<file path="config.mk">
export PLATFORM = sky130hd
export DESIGN_NAME = dca_matrix_row_assembler_flat
export DESIGN_NICKNAME = d
export VERILOG_FILES = /design/src/rtl/dca_matrix_pkg.sv /design/src/rtl/dca_matrix_row_assembler_if.sv /design/src/rtl/dca_masked_merge.sv /design/src/rtl/dca_matrix_row_assembler.sv /design/src/flat_wrapper.sv
export SDC_FILE = /design/constraint.sdc
export NUM_CORES = 1
export LEC_CHECK = 0
export CORE_AREA = 2 2 303 305
export DETAILED_ROUTE_END_ITERATION = 12
export DIE_AREA = 0 0 305 307
export GPL_TIMING_DRIVEN = 1
export PLACE_DENSITY_LB_ADDON = 0.2
export SYNTH_ARGS = -nofsm -noshare
export SYNTH_HDL_FRONTEND = slang
export SYNTH_SLANG_ARGS = --single-unit
</file>
<file path="constraint.sdc">
create_clock -name clk -period 1.4 [get_ports clk]
set_input_delay 0.21 -clock clk [delete_from_list [all_inputs] [get_ports clk]]
set_output_delay 0.21 -clock clk [all_outputs]
set_load 0.005 [all_outputs]
</file>
<file path="src/rtl/dca_matrix_pkg.sv">
// Shared DCA matrix definitions: LSU constants, row-assembler state encoding,
// and the row-index width helper.
package dca_matrix_pkg;

  localparam int LSU_BW_ADDR      = 32;
  localparam int LSU_BW_WORD      = 32;
  localparam int LSU_BW_BYTE_MASK = LSU_BW_WORD / 8;

  typedef enum logic {
    ACCUM = 1'b0,
    EMIT  = 1'b1
  } asm_state_t;

  // A single-row matrix still needs a one-bit index port.
  function automatic int row_index_width(input int num_row);
    return (num_row <= 1) ? 1 : $clog2(num_row);
  endfunction

endpackage

</file>
<file path="src/rtl/dca_matrix_row_assembler_if.sv">
// Beat-in / row-out handshake bundle of the row assembler.
interface dca_matrix_row_assembler_if #(
  parameter int BW_ROW_BUFFER = 256,
  parameter int BW_ROW_INDEX  = 4
);
  logic                     in_valid;
  logic                     in_ready;
  logic [BW_ROW_BUFFER-1:0] in_data;
  logic [BW_ROW_BUFFER-1:0] in_mask;
  logic                     in_last_beat;
  logic                     in_last_row;
  logic                     row_valid;
  logic                     row_ready;
  logic [BW_ROW_BUFFER-1:0] row_data;
  logic [BW_ROW_INDEX-1:0]  row_index;
  logic                     row_last;
  logic                     matrix_done;
  logic                     overlap_err;

  modport master (
    output in_valid, in_data, in_mask, in_last_beat, in_last_row, row_ready,
    input  in_ready, row_valid, row_data, row_index, row_last, matrix_done, overlap_err
  );

  modport slave (
    input  in_valid, in_data, in_mask, in_last_beat, in_last_row, row_ready,
    output in_ready, row_valid, row_data, row_index, row_last, matrix_done, overlap_err
  );
endinterface

</file>
<file path="src/rtl/dca_masked_merge.sv">
// Bitwise masked merge: bits selected by mask come from data, the rest from old.
module dca_masked_merge #(
  parameter int BW = 256
) (
  input  logic [BW-1:0] old,
  input  logic [BW-1:0] data,
  input  logic [BW-1:0] mask,
  output logic [BW-1:0] merged
);
  assign merged = (old & ~mask) | (data & mask);
endmodule

</file>
<file path="src/rtl/dca_matrix_row_assembler.sv">
// Assembles shifted, masked LSU beats into full matrix rows and hands them out.
// Optional overlap detection: define DCA_ROW_ASSEMBLER_OVERLAP_CHECK_EN.
//
// state | meaning
// ACCUM | accepting beats, merging them into the row register
// EMIT  | assembled row presented, waiting for row_ready
module dca_matrix_row_assembler
  import dca_matrix_pkg::*;
#(
  parameter int BW_ROW_BUFFER = 256,
  parameter int MAX_NUM_ROW   = 16,
  localparam int BW_ROW_INDEX = row_index_width(MAX_NUM_ROW)
) (
  input logic                      clk,
  input logic                      rstnn,
  dca_matrix_row_assembler_if.slave bus
);

  asm_state_t               state_q, state_d;
  logic [BW_ROW_BUFFER-1:0] row_q;
  logic [BW_ROW_BUFFER-1:0] merged;
  logic [BW_ROW_INDEX-1:0]  index_q;
  logic                     last_q;
  logic                     done_q;
  logic                     beat_acc;
  logic                     row_acc;

  assign bus.in_ready  = (state_q == ACCUM);
  assign bus.row_valid = (state_q == EMIT);
  assign beat_acc      = bus.in_valid & bus.in_ready;
  assign row_acc       = bus.row_valid & bus.row_ready;

  dca_masked_merge #(.BW(BW_ROW_BUFFER)) u_merge (
    .old    (row_q),
    .data   (bus.in_data),
    .mask   (bus.in_mask),
    .merged (merged)
  );

  always_ff @(posedge clk) begin
    if (!rstnn) state_q <= ACCUM;
    else        state_q <= state_d;
  end

  always_comb begin
    state_d = state_q;
    case (state_q)
      ACCUM: if (beat_acc && bus.in_last_beat) state_d = EMIT;
      EMIT:  if (bus.row_ready) state_d = ACCUM;
      default: state_d = ACCUM;
    endcase
  end

  always_ff @(posedge clk) begin
    if (!rstnn) begin
      row_q   <= '0;
      index_q <= '0;
      last_q  <= 1'b0;
      done_q  <= 1'b0;
    end else begin
      done_q <= row_acc & last_q;
      if (beat_acc) begin
        row_q <= merged;
        if (bus.in_last_beat) last_q <= bus.in_last_row;
      end else if (row_acc) begin
        row_q <= '0;
        // Index restarts on the final row or when the row count wraps.
        if (last_q || index_q == BW_ROW_INDEX'(MAX_NUM_ROW - 1)) index_q <= '0;
        else                                                     index_q <= index_q + 1'b1;
      end
    end
  end

  assign bus.row_data    = row_q;
  assign bus.row_index   = index_q;
  assign bus.row_last    = last_q;
  assign bus.matrix_done = done_q;

`ifdef DCA_ROW_ASSEMBLER_OVERLAP_CHECK_EN
  logic [BW_ROW_BUFFER-1:0] written_mask;
  logic                     overlap_q;

  always_ff @(posedge clk) begin
    if (!rstnn) begin
      written_mask <= '0;
      overlap_q    <= 1'b0;
    end else if (beat_acc) begin
      written_mask <= written_mask | bus.in_mask;
      if ((bus.in_mask & written_mask) != '0) overlap_q <= 1'b1;
    end else if (row_acc) begin
      written_mask <= '0;
    end
  end

  assign bus.overlap_err = overlap_q;
`else
  assign bus.overlap_err = 1'b0;
`endif

endmodule

</file>
<file path="src/flat_wrapper.sv">
// flat-port wrapper written by rule: the top's interface ports become plain ports
module dca_matrix_row_assembler_flat import dca_matrix_pkg::*;
#(
  parameter int BW_ROW_BUFFER = 256,
  parameter int MAX_NUM_ROW   = 16,
  localparam int BW_ROW_INDEX = row_index_width(MAX_NUM_ROW)
)
  (clk, rstnn, bus_in_valid, bus_in_data, bus_in_mask, bus_in_last_beat, bus_in_last_row, bus_row_ready, bus_in_ready, bus_row_valid, bus_row_data, bus_row_index, bus_row_last, bus_matrix_done, bus_overlap_err);
  dca_matrix_row_assembler_if #(.BW_ROW_BUFFER(BW_ROW_BUFFER)) bus_i ();
  input logic clk;
  input logic rstnn;
  input wire logic [$bits(bus_i.in_valid)-1:0] bus_in_valid;
  input wire logic [$bits(bus_i.in_data)-1:0] bus_in_data;
  input wire logic [$bits(bus_i.in_mask)-1:0] bus_in_mask;
  input wire logic [$bits(bus_i.in_last_beat)-1:0] bus_in_last_beat;
  input wire logic [$bits(bus_i.in_last_row)-1:0] bus_in_last_row;
  input wire logic [$bits(bus_i.row_ready)-1:0] bus_row_ready;
  output wire logic [$bits(bus_i.in_ready)-1:0] bus_in_ready;
  output wire logic [$bits(bus_i.row_valid)-1:0] bus_row_valid;
  output wire logic [$bits(bus_i.row_data)-1:0] bus_row_data;
  output wire logic [$bits(bus_i.row_index)-1:0] bus_row_index;
  output wire logic [$bits(bus_i.row_last)-1:0] bus_row_last;
  output wire logic [$bits(bus_i.matrix_done)-1:0] bus_matrix_done;
  output wire logic [$bits(bus_i.overlap_err)-1:0] bus_overlap_err;
  assign bus_i.in_valid = bus_in_valid;
  assign bus_i.in_data = bus_in_data;
  assign bus_i.in_mask = bus_in_mask;
  assign bus_i.in_last_beat = bus_in_last_beat;
  assign bus_i.in_last_row = bus_in_last_row;
  assign bus_i.row_ready = bus_row_ready;
  assign bus_in_ready = bus_i.in_ready;
  assign bus_row_valid = bus_i.row_valid;
  assign bus_row_data = bus_i.row_data;
  assign bus_row_index = bus_i.row_index;
  assign bus_row_last = bus_i.row_last;
  assign bus_matrix_done = bus_i.matrix_done;
  assign bus_overlap_err = bus_i.overlap_err;
  dca_matrix_row_assembler #(.BW_ROW_BUFFER(BW_ROW_BUFFER), .MAX_NUM_ROW(MAX_NUM_ROW)) u_core (.clk(clk), .rstnn(rstnn), .bus(bus_i));
endmodule
</file>
==> results.yml <==
setup_path:
  critPathLaunch: "u_core.bus.row_valid"
  critical_path_required_ns: 1.87
  r2r_setup_slack_ns: -0.10
  path_class: "reg2reg"
  cp.arrival_ns: 1.97
  crit_fanout: 8
  reg2reg_from: "u_core.bus.row_valid"
  startpoint_type: "flip-flop"
  cp-end-kind: "flip-flop"
clock_tree:
  cts_tree: "done"
  clk_latency_ns: 0.53
  cts_root_buffer: "clkbuf_16"
  clk_pin_slew_ns: 0.05
  cts.sinks: 263
  numCtsBuffers: 37
  cts_htree_levels: 2
  ctsLongestPathBuffers: 3
floorplanning:
  rows: 111
  die_w_um: 305
  die_h_um: 307
  die-area_um2: 93600
  io-pin-count: 783
  initial_core_util_pct: 13.4
  core_region_area_um2: 90700
pwr:
  ir_worst_vdd_mv: 0.623
  power.leakage_uw: 0.0103
  power_uw: 21800
  powerDensity_nw_per_um2: 869
sta:
  finalCriticalPeriod_ns: 1.50
  fmax_mhz: 665
  rsz0062_at_grt: "yes"
  setup_ws_ns: -0.103
  final.setup.tns_ns: -6.57
  clock_skew_ns: 0.00884
  setup_violations: 196
  timing.final.crit_share_pct: 107
  finalMaxSlewViolations: 0
  hold_violations: 0
route:
  wire_per_inst_um: 19.3
  drc: 0
  num_vias: 14100
  detail_route.iter0.violations: 454
  ant_nets: 0
  wirelength_um: 67900
  viasPerCell: 4.02
  drt_first_pass_iters: 5
final_layout:
  nets: 2821
  fill_cells: 9740
  layout-drive-gt1-share_pct: 20.6
  layoutNonFillerInstCount: 3511
  finalInstanceArea_um2: 25100
  area_growth_pct: 107
synth:
  yosysTopAreaCellShare_pct: 43.5
  ys.flop_type: "dfxtp_1"
  yosysWarningCount: 0
  synth_edf_count: 0
  syn_area_um2: 12100
  ys_seq_area_share_pct: 43.5
  synth_area_leaders: "dfxtp_1 43%, o211ai_1 16%, a21boi_1 14%"
  yosys.area.top_type: "dfxtp_1"
  synth.distinct_cells: 26
  synth_seq_cells: 263
  synth_fp_nets: 1952
  avgSynthCellArea_um2: 8.45
  synthArstFlopShare_pct: 0
  synthCells: 1433
global_routing:
  antenna_found_initial: 7
  met3_usage_pct: 4.37
  grt_util_all_layers_pct: 13.5
  overflow: 0
  met1_usage_pct: 14.9
  grt_pass1_vias: 14700
  top_usage_layer: "met2"
  globalRouteMet2Util_pct: 24.5
  grt_start_max_net_pins: 64
  grt_pass1_wl_um: 95800
run:
  maxCapViolCount: 0
min_path:
  hp-start: "bus_in_data[206]"
  hp-class: "in2reg"
place:
  dp_cells: 3390
  gp_congestion: 0.836
  preCtsSetupSlack_ns: -0.421
  place_hpwl_um: 48500
  portBuffers: 781
  placed_area_um2: 22000
outcome:
  status: "finished, violations left"
  violations: "setup timing"
-- per-stage QoR --
| stage | hold slack (ns) | utilization (%) |
|---|---|---|
| 6_report | 0.227 | 27.6 |
| 5_1_grt | 0.200 | 27.6 |
| 4_1_cts | 0.174 | 26.5 |
| 3_5_place_dp | 0.480 | 24.3 |
| 3_3_place_gp | 0.474 | 24.3 |
| 2_1_floorplan | 0.357 | - |
-- worst max-delay path, stage by stage, from the launching register on --
cell and delay [ns]:
dfxtp_2 0.32, buf_6 0.13, nor2b_4 0.12, buf_12 0.14, buf_12 0.12, buf_16 0.16
buf_12 0.12, buf_16 0.11, nand3_1 0.07, a21boi_1 0.12
-- worst paths after layout --
check | cells past startpoint | to
worst max register to register | 9 | u_core.bus.row_data[130]
worst min-delay path | 3 | u_core.bus.row_data[206]
worst min register to register | 2 | u_core.bus.row_data[227]
worst max-delay path | 9 | u_core.bus.row_data[130]
-- synth_stat cells, drive strengths merged, types with 2 or more instances --
cell,n
dfxtp,263
clkbuf,40
nand3,259
nor2,2
a21oi,2
nand2,5
a21boi,258
inv,257
o21ai,3
nand2b,2
o211ai,256
buf,76
-- cells by family (layout without fill, tap and decap cells) --
kind of cell,count (synthesis),count (layout),synth area share (%)
AO/OA/AOI/OAI,521,521,32.2
buffers and inverters,373,1261,12.8
AND/OR/NAND/NOR,273,273,11.3
flip-flops,263,263,43.5
adder cells (fa/ha/maj),1,1,0.103
other,1,5,0.0310
XOR/XNOR,1,1,0.0723
-- where the power goes --
part | switching, uW | total, uW | internal [uW]
Sequential | 197 | 8030 | 7840
Combinational | 1980 | 4870 | 2880
Clock | 3610 | 8880 | 5270
-- what timing repair did --
item / 4_1_cts / 5_1_grt
setup buffers: 24 / 20
pin swaps: 1 / 217
hold buffers: 1 / 0
gates cloned: 21 / 6
resized for setup: 523 / 275
endpoints found under the hold margin: 1 / 0
setup endpoints to repair: 383 / 311
-- state kept, by name, indices dropped and copies added, names as in the netlist --
name / flops
u_core.bus.row_index: 4
u_core.bus.matrix_done: 1
u_core.bus.row_data: 256
u_core.bus.row_last: 1
u_core.bus.row_valid: 1
-- layer usage --
layer	share of wire [%]	up-vias
met5	0.019	-
met4	2.6	2
met3	7.3	86
met2	51	520
met1	39	6700
li1	-	6803
-- area by class of cell --
class / count / area [um^2] / share of cell area, %
diodes: 4 / 10.0 / 0.0399
clock buffers: 55 / 1040 / 4.16
clock inverters: 3 / 40.0 / 0.160
inverters: 257 / 965 / 3.85
multi-input cells: 797 / 6210 / 24.8
flip-flops and latches: 263 / 5330 / 21.3
well taps: 1186 / 1480 / 5.92
repair buffers: 946 / 9980 / 39.8
-- cell usage in the layout (no fill, tap or decap), drive strengths merged, types with 2 or more instances in the layout --
| cell | synthesis | layout |
|---|---|---|
| clkdlybuf4s50 | 0 | 516 |
| dfxtp | 263 | 263 |
| nand3 | 259 | 259 |
| a21boi | 258 | 258 |
| inv | 257 | 257 |
| o211ai | 256 | 256 |
| buf | 76 | 170 |
| dlygate4sd2 | 0 | 136 |
| clkdlybuf4s15 | 0 | 94 |
| clkbuf | 40 | 82 |
| nand2 | 5 | 5 |
| diode | 0 | 4 |
| o21ai | 3 | 3 |
| nor2 | 2 | 2 |
| clkinv | 0 | 2 |
| bufbuf | 0 | 2 |
| nand2b | 2 | 2 |
| a21oi | 2 | 2 |
Note: power is estimated with default switching activity, not from simulation.
